**src/rtl/pwm_multi_channel_if.sv**
```systemverilog
// Control and output bundle of the multi-channel PWM generator.
// The master (register logic) drives the controls; the slave (PWM core) drives the outputs.
interface pwm_multi_channel_if #(
  parameter int WIDTH    = 8,
  parameter int CHANNELS = 4
);
  logic                      en;
  logic                      center;
  logic [WIDTH-1:0]          period;
  logic [CHANNELS*WIDTH-1:0] duty;
  logic                      load;
  logic [CHANNELS-1:0]       pwm;
  logic                      period_end;
  logic                      upd_pending;

  modport master (
    output en, center, period, duty, load,
    input  pwm, period_end, upd_pending
  );

  modport slave (
    input  en, center, period, duty, load,
    output pwm, period_end, upd_pending
  );
endinterface

```
**src/rtl/pwm_multi_channel.sv**
```systemverilog
// Multi-channel PWM generator: one shared up / up-down period counter, per-channel duty compare,
// and pending/shadow register pairs so new settings only ever take effect on a period boundary.
module pwm_multi_channel #(
  parameter int WIDTH    = 8,
  parameter int CHANNELS = 4
) (
  input logic                clk,
  input logic                rst,
  pwm_multi_channel_if.slave bus
);

  typedef enum logic {
    DIR_UP   = 1'b0,
    DIR_DOWN = 1'b1
  } dir_e;

  localparam logic [WIDTH-1:0] ONE = WIDTH'(1);

  logic [WIDTH-1:0]          cnt_q, cnt_d;
  dir_e                      dir_q, dir_d;
  logic [WIDTH-1:0]          sh_period_q, sh_period_d;
  logic [CHANNELS*WIDTH-1:0] sh_duty_q, sh_duty_d;
  logic                      sh_center_q, sh_center_d;
  logic [WIDTH-1:0]          pend_period_q, pend_period_d;
  logic [CHANNELS*WIDTH-1:0] pend_duty_q, pend_duty_d;
  logic                      pend_center_q, pend_center_d;
  logic                      pend_flag_q, pend_flag_d;
  logic [CHANNELS-1:0]       pwm_q, pwm_d;
  logic                      period_end_q, period_end_d;
  logic                      boundary_s;
  logic                      apply_s;

  // Detect the last counter value of the current period.
  always_comb begin
    boundary_s = 1'b0;
    if (sh_center_q) begin
      // With P=1 the peak is also the final value, so it ends the period while still counting up.
      boundary_s = (sh_period_q == '0) ||
                   ((cnt_q == ONE) && ((dir_q == DIR_DOWN) || (sh_period_q == ONE)));
    end else begin
      boundary_s = (cnt_q >= sh_period_q);
    end
  end

  // Next-state logic for counter, direction, compare outputs and the register sets.
  always_comb begin
    cnt_d         = cnt_q;
    dir_d         = dir_q;
    sh_period_d   = sh_period_q;
    sh_duty_d     = sh_duty_q;
    sh_center_d   = sh_center_q;
    pend_period_d = pend_period_q;
    pend_duty_d   = pend_duty_q;
    pend_center_d = pend_center_q;
    pend_flag_d   = pend_flag_q;
    period_end_d  = 1'b0;
    apply_s       = 1'b0;
    pwm_d         = '0;

    if (bus.load) begin
      pend_period_d = bus.period;
      pend_duty_d   = bus.duty;
      pend_center_d = bus.center;
      pend_flag_d   = 1'b1;
    end else begin
      pend_flag_d   = pend_flag_q;
    end

    for (int i = 0; i < CHANNELS; i++) begin
      pwm_d[i] = bus.en && (cnt_q < sh_duty_q[i*WIDTH +: WIDTH]);
    end

    if (!bus.en) begin
      cnt_d   = '0;
      dir_d   = DIR_UP;
      apply_s = 1'b1;
    end else if (boundary_s) begin
      cnt_d        = '0;
      dir_d        = DIR_UP;
      period_end_d = 1'b1;
      apply_s      = 1'b1;
    end else if (!sh_center_q) begin
      cnt_d = cnt_q + ONE;
    end else if (dir_q == DIR_UP) begin
      if (cnt_q >= sh_period_q) begin
        dir_d = DIR_DOWN;
        cnt_d = cnt_q - ONE;
      end else begin
        cnt_d = cnt_q + ONE;
      end
    end else begin
      cnt_d = cnt_q - ONE;
    end

    // A load in the same cycle as an apply bypasses the pending set.
    if (apply_s) begin
      if (bus.load) begin
        sh_period_d = bus.period;
        sh_duty_d   = bus.duty;
        sh_center_d = bus.center;
      end else if (pend_flag_q) begin
        sh_period_d = pend_period_q;
        sh_duty_d   = pend_duty_q;
        sh_center_d = pend_center_q;
      end else begin
        sh_period_d = sh_period_q;
      end
      pend_flag_d = 1'b0;
    end else begin
      sh_center_d = sh_center_q;
    end
  end

  // State registers with asynchronous active-low reset.
  always_ff @(posedge clk or negedge rst) begin
    if (!rst) begin
      cnt_q         <= '0;
      dir_q         <= DIR_UP;
      sh_period_q   <= '0;
      sh_duty_q     <= '0;
      sh_center_q   <= 1'b0;
      pend_period_q <= '0;
      pend_duty_q   <= '0;
      pend_center_q <= 1'b0;
      pend_flag_q   <= 1'b0;
      pwm_q         <= '0;
      period_end_q  <= 1'b0;
    end else begin
      cnt_q         <= cnt_d;
      dir_q         <= dir_d;
      sh_period_q   <= sh_period_d;
      sh_duty_q     <= sh_duty_d;
      sh_center_q   <= sh_center_d;
      pend_period_q <= pend_period_d;
      pend_duty_q   <= pend_duty_d;
      pend_center_q <= pend_center_d;
      pend_flag_q   <= pend_flag_d;
      pwm_q         <= pwm_d;
      period_end_q  <= period_end_d;
    end
  end

  assign bus.pwm         = pwm_q;
  assign bus.period_end  = period_end_q;
  assign bus.upd_pending = pend_flag_q;

endmodule

```
**src/flat_wrapper.sv**
```systemverilog
// flat-port wrapper written by rule: the top's interface ports become plain ports
module pwm_multi_channel_flat 
#(
  parameter int WIDTH    = 8,
  parameter int CHANNELS = 4
)
  (clk, rst, bus_en, bus_center, bus_period, bus_duty, bus_load, bus_pwm, bus_period_end, bus_upd_pending);
  pwm_multi_channel_if #(.WIDTH(WIDTH), .CHANNELS(CHANNELS)) bus_i ();
  input logic clk;
  input logic rst;
  input wire logic [$bits(bus_i.en)-1:0] bus_en;
  input wire logic [$bits(bus_i.center)-1:0] bus_center;
  input wire logic [$bits(bus_i.period)-1:0] bus_period;
  input wire logic [$bits(bus_i.duty)-1:0] bus_duty;
  input wire logic [$bits(bus_i.load)-1:0] bus_load;
  output wire logic [$bits(bus_i.pwm)-1:0] bus_pwm;
  output wire logic [$bits(bus_i.period_end)-1:0] bus_period_end;
  output wire logic [$bits(bus_i.upd_pending)-1:0] bus_upd_pending;
  assign bus_i.en = bus_en;
  assign bus_i.center = bus_center;
  assign bus_i.period = bus_period;
  assign bus_i.duty = bus_duty;
  assign bus_i.load = bus_load;
  assign bus_pwm = bus_i.pwm;
  assign bus_period_end = bus_i.period_end;
  assign bus_upd_pending = bus_i.upd_pending;
  pwm_multi_channel #(.WIDTH(WIDTH), .CHANNELS(CHANNELS)) u_core (.clk(clk), .rst(rst), .bus(bus_i));
endmodule
```
**config.mk**
```make
export PLATFORM = sky130hd
export DESIGN_NAME = pwm_multi_channel_flat
export DESIGN_NICKNAME = d
export VERILOG_FILES = /design/src/rtl/pwm_multi_channel_if.sv /design/src/rtl/pwm_multi_channel.sv /design/src/flat_wrapper.sv
export SDC_FILE = /design/constraint.sdc
export NUM_CORES = 1
export LEC_CHECK = 0
export CORE_MARGIN = 1.5
export CORE_UTILIZATION = 57
export DETAILED_ROUTE_END_ITERATION = 10
export PLACE_DENSITY_LB_ADDON = 0.15
export SLEW_MARGIN = 15
export SYNTH_ARGS = -nofsm -noshare
export SYNTH_HDL_FRONTEND = slang
export SYNTH_SLANG_ARGS = --single-unit
```
**constraint.sdc**
```tcl
create_clock -name clk -period 2.85 [get_ports clk]
set_input_delay 0.57 -clock clk [delete_from_list [all_inputs] [get_ports clk]]
set_output_delay 0.57 -clock clk [all_outputs]
set_load 0.005 [all_outputs]
```
## After elaboration in Yosys (flattened, before gate mapping)

Index checks and enable logic that the tools add are counted.

- $lt $le $gt $ge: 5
- Eq/ne operators: 3
- Reductions and logical operators: 11
- $add $sub $neg: 2
- Multiplexer cells: 22

Operators with widths:

| kind | count |
|---|---|
| 32-bit 2-to-1 mux | 2 |
| 8-bit 2-to-1 mux | 7 |
| 8-bit less-than comparator | 4 |
| 8-bit by 1-bit == test with 1-bit output, second input constant | 2 |
| 1-bit 2-to-1 mux | 13 |
| 8-bit by 1-bit adder with 8-bit output, second input constant | 1 |
| 8-bit greater-or-equal comparator | 1 |
| 8-bit logical NOT | 1 |
| 8-bit by 1-bit subtractor with 8-bit output, second input constant | 1 |
| 1-bit logical AND | 5 |
| 2-bit nonzero test | 2 |
| 3-bit by 1-bit != test with 1-bit output, second input constant | 1 |
| 1-bit logical OR | 2 |
| 2-bit AND reduction | 1 |

- Bits of input ports: 45
- Register bits: 97
- Output and inout port bits: 6

## Longest topological paths before layout

- Depth after elaboration: 8
- Depth in mapped cells: 10
- Depth with buffers taken out: 8

## Least setup slack after synthesis

Ideal clock, no wire load.

- Path kind: flip-flop to flip-flop
- From: register u_core.cnt_q[2]
- To: register u_core.sh_center_q
- Required time: 2.725 ns
- Buffers on the path: 1
- Arrival: 2.159 ns
- Stages on the path, launching flop included: 9
- Slack: 0.566 ns
- Cells stage by stage: dfrtp_1 ha_1 a211o_1 a31oi_2 o21ai_2 o2bb2ai_4 nor2_8 buf_12 mux2_4

- Cells in the longest elaborated chain, start to end: 7
- Elaborated cells on any way between the ends: 8
- Those cells by class: order compare: 1; eq/ne: 1; mux: 3; reduce/logical: 3

Ends and longest elaborated chain:

| what | RTL line | RTL |
|---|---|---|
| start, declared | pwm_multi_channel.sv:19 | `logic [WIDTH-1:0] cnt_q, cnt_d;` |
| start signal, assigned | pwm_multi_channel.sv:129 | `cnt_q <= cnt_d;` |
| branches (longest 3 deep; another with 8-bit greater-or-equal comparator) | n/a |  |
| 1-bit 2-to-1 mux * | pwm_multi_channel.sv:36 | `if (sh_center_q) begin` |
| 1-bit 2-to-1 mux * | pwm_multi_channel.sv:77 | `end else if (boundary_s) begin` |
| 1-bit 2-to-1 mux * | pwm_multi_channel.sv:73 | `if (!bus.en) begin` |
| 2-bit AND reduction (no line) * | n/a |  |
| end signal, assigned | pwm_multi_channel.sv:133 | `sh_center_q <= sh_center_d;` |
| end, declared | pwm_multi_channel.sv:23 | `logic sh_center_q, sh_center_d;` |

Mark *: on every way between the ends.
A chain may end at the register's enable or synchronous reset.

## Final worst setup path

- From: register u_core.cnt_q[6]
- To: register u_core.sh_duty_q[10]

- Cells in the longest elaborated chain, start to end: 7
- Elaborated cells on any way between the ends: 8
- Those cells by class: order compare: 1; eq/ne: 1; mux: 3; reduce/logical: 3

Ends and longest elaborated chain:

| what | RTL line | RTL |
|---|---|---|
| branches (longest 3 deep; another with 8-bit greater-or-equal comparator) | n/a |  |
| 1-bit 2-to-1 mux * | pwm_multi_channel.sv:36 |  |
| 1-bit 2-to-1 mux * | pwm_multi_channel.sv:77 |  |
| 1-bit 2-to-1 mux * | pwm_multi_channel.sv:73 |  |
| 2-bit AND reduction (no line) * | n/a |  |
| end signal, assigned | pwm_multi_channel.sv:132 | `sh_duty_q <= sh_duty_d;` |
| end, declared | pwm_multi_channel.sv:22 | `logic [CHANNELS*WIDTH-1:0] sh_duty_q, sh_duty_d;` |

Marked as above.

==> impl_results.md <==
- Routing usage on met2: 0.334
- Clock Skew: 0.00815 ns
- Top cells by count, synth: sky130_fd_sc_hd__dfrtp_1, sky130_fd_sc_hd__inv_1, sky130_fd_sc_hd__mux2_2, sky130_fd_sc_hd__mux2_4, sky130_fd_sc_hd__ha_1
- Crit path arrival time: 2.70 ns
- Met1 demand-to-capacity share in global routing: 0.278
- Timing-limited maximum frequency: 408 MHz
- Area fraction of the dominant cell type after synthesis: 0.482
- Clock tree from TritonCTS: yes
- Area fraction in compound gates after synthesis: 0.0693
- Power per cell area: 842 nW/um2
- Power share of the combinational group: 0.406
- Crit share post-route: 0.860
- Most frequently used cell type in the post-synthesis netlist: sky130_fd_sc_hd__dfrtp_1
- Yosys warnings: 0
- Fraction of the mapped netlist area in adder cells: 0.0969
- Wire length of the first global-routing pass: 15.5 mm
- Async set-or-reset flop fraction in the synthesized netlist: 1.00
- Run status: completed
- Die width: 97.0 um
- Via total after detailed routing: 3098
- Xor/xnor cell area share of the yosys netlist: 0.00174
- Number of filler instances in the final layout: 659
- Library cell with the largest summed area after synthesis: sky130_fd_sc_hd__dfrtp_1
- Clock-pin transition on the worst setup and hold timing paths: 0.09 ns
- GRT Util Overall: 0.208
- Worst Hold Slack: 0.236 ns
- GRT overflow: 0
- Antenna diode count: 0
- Fraction of the yosys area taken by sequential cells: 0.482
- Layout net count: 538
- Number of distinct library cells after synthesis: 40
- Wire per inst: 16.0 um
- Initial antenna violation count: 0
- Hpwl dp: 6.59 mm
- Signed area change from the synthesized netlist to the final layout: 17.0%
- Clock power frac: 0.180
- Count of cells resized by post-cts repair: 0
- Final-layout setup total negative slack: 0 ns
- Startpoint types: flip-flop
- Post-synthesis mux area share: 0.221
- Type of the worst min-delay path: in2async
- Routability cong.: 0.902
- Synth Net Count: 475
- Peak fanout along the critical path: 16
- Seq pwr share: 0.414
- Die boundary height: 97.0 um
- Routed wire length: 9.06 mm
- Standard cell core area: 8640 um2
- Depth of the most critical reg-to-reg path: 8
- Dominant register cell in the synthesized netlist: sky130_fd_sc_hd__dfrtp_1
- Overall power after layout: 4.96 mW
- Simple-gate area share of the yosys netlist: 0.0733
- Clock Sinks: 97
- Via count of the first global-routing pass: 3253
- Number of H-tree branching levels: 3
- Met3 global-route usage: 0.0535
- Peak supply drop: 0.000435 V
- Hold bufs inserted after CTS: 0
- Clock network latency to the later pin of the worst-skew pair: 0.36 ns
- Remaining antenna violation count: 0
- Pin count of the biggest net entering global routing: 53
- Critical path capture point type: flip-flop
- Io pins: 51
- Pin slew with the least headroom to its limit: 0.659 ns
- Post-synthesis area per instance: 12.9 um2
- Post-synth EDFFs: 0
- Start of the worst register-to-register path: u_core.cnt_q[6]
- Initial core utilization: 0.583
- Biggest area contributors in the synthesized netlist: sky130_fd_sc_hd__dfrtp_1, sky130_fd_sc_hd__mux2_4, sky130_fd_sc_hd__ha_1, sky130_fd_sc_hd__mux2_2, sky130_fd_sc_hd__inv_1
- Critical Setup Path Class: reg2reg
- Maximum root-to-sink buffer count: 2
- Cell internal power dissipation: 3.38 mW
- Total Die Area: 9410 um2
- Minimum period implied by the final worst setup slack: 2.45 ns
- FF-to-FF End: u_core.sh_duty_q[10]
- Number of optimization iterations in the first detailed-route pass: 5
- Max-cap violations: 0
- Required time of the worst setup path: 3.10 ns
- Switching share of total power: 0.319
- Most Used Layer, Global Route: met2
- Reg-to-reg setup timing slack: 0.40 ns
- Starting DRT DRC Count: 123
- Number of buffers inserted to repair setup after CTS: 0
- Count of final max-slew check failures: 0
- RSZ-0062 raised after global routing: no
- Std cell rows: 34
- Total CTS buffers: 9
- Setup-violating endpoint count in the final report: 0
- Number of standard cells after synthesis: 391
- DRC errors left: 0
- Psw: 1.58 mW
- Share of layout cells above drive strength 1: 0.257
- Main combinational cell family by area after synthesis: multiplexers
- Buffer type at the clock tree root: sky130_fd_sc_hd__clkbuf_8
- Avg Vias per Cell: 5.46
- Post-synthesis instance area: 5030 um2
- Number of hold-slack violations in the final timing report: 0
- Synth Register Bits: 97
- Max_slew headroom: 0.560
- IO buf count: 50
- Leakage power figure: 2.92 nW
worst max-delay path by stage:
stage                          startpoint              endpoint  slack, ns
detailed placement                 bus_en  u_core.sh_duty_q[10]       0.38
global route        u_core.sh_period_q[7]  u_core.sh_duty_q[10]       0.27
CTS                 u_core.sh_period_q[7]  u_core.sh_duty_q[10]       0.40
finish                    u_core.cnt_q[6]  u_core.sh_duty_q[10]       0.40
global placement                   bus_en   u_core.sh_duty_q[9]       0.43
floorplan                 u_core.cnt_q[2]    u_core.sh_center_q       0.57
power by group through the flow:
stage	registers (mW)	logic, mW	clock network (mW)
finish	2.06	2.01	0.893
global route	2.10	2.22	0.979
CTS	2.05	2.04	0.918
detailed placement	2.07	2.02	0
global placement	2.06	1.94	0
floorplan	1.99	1.62	0
state kept, by name (all words and copies together), names as in the netlist, 4 cells and up:
| register | cells |
|---|---|
| u_core.sh_period_q | 8 |
| u_core.pend_duty_q | 32 |
| u_core.bus.pwm | 4 |
| u_core.pend_period_q | 8 |
| u_core.sh_duty_q | 32 |
| u_core.cnt_q | 8 |
critical path, stage by stage, from the launching register on:
cell	delay, ns
sky130_fd_sc_hd__dfrtp_1	0.45
sky130_fd_sc_hd__ha_1	0.32
sky130_fd_sc_hd__and4_1	0.16
sky130_fd_sc_hd__o21ai_0	0.14
sky130_fd_sc_hd__o21ai_2	0.28
sky130_fd_sc_hd__o2bb2ai_4	0.12
sky130_fd_sc_hd__nor2_8	0.31
sky130_fd_sc_hd__buf_12	0.23
sky130_fd_sc_hd__mux2_4	0.32
area by class of cell:
| cell class | count | area, um2 | area share |
|---|---|---|---|
| Sequential cell | 97 | 2430 | 0.412 |
| Clock inverter | 4 | 52.6 | 0.00892 |
| Tap cell | 108 | 135 | 0.0229 |
| Multi-Input combinational cell | 237 | 2330 | 0.395 |
| Clock buffer | 12 | 145 | 0.0246 |
| Inverter | 45 | 169 | 0.0287 |
| Timing Repair Buffer | 64 | 636 | 0.108 |
layer usage:
metal | vias to the layer above | share of wire
met5 | - | 0
met4 | 0 | 0.018
met3 | 15 | 0.044
met2 | 78 | 0.46
met1 | 1526 | 0.48
li1 | 1479 | -
cells by family (layout without fill, tap and decap cells):
family / count (synthesis) / count (layout)
compound gates: 48 / 48
xor+xnor: 1 / 1
fa+ha+maj: 39 / 39
buf+inv: 57 / 125
flops: 97 / 97
mux: 86 / 86
simple gates: 63 / 63
through the flow:
stage | area (um2) | setup slack [ns] | util | instances
after CTS | 5890 | 0.405 | 0.682 | 567
after detailed placement | 5700 | 0.384 | 0.660 | 551
after floorplan | 5030 | 0.566 | - | 391
after global placement | 5700 | 0.434 | 0.660 | 551
final | 5890 | 0.400 | 0.682 | 567
after global routing | 5890 | 0.270 | 0.682 | 567
cells in the final DEF (no fill, tap or decap), drive strengths merged, types with 6 or more instances in the layout:
master / netlist / routed
o21ai: 12 / 12
nand2: 13 / 13
nor2: 12 / 12
buf: 5 / 16
a21o: 8 / 8
nor2b: 6 / 6
a21oi: 8 / 8
mux2: 82 / 82
dfrtp: 97 / 97
clkdlybuf4s50: 0 / 48
clkbuf: 7 / 12
ha: 39 / 39
inv: 45 / 45
nand3: 6 / 6
No activity file was read; power rests on OpenSTA's default activity.
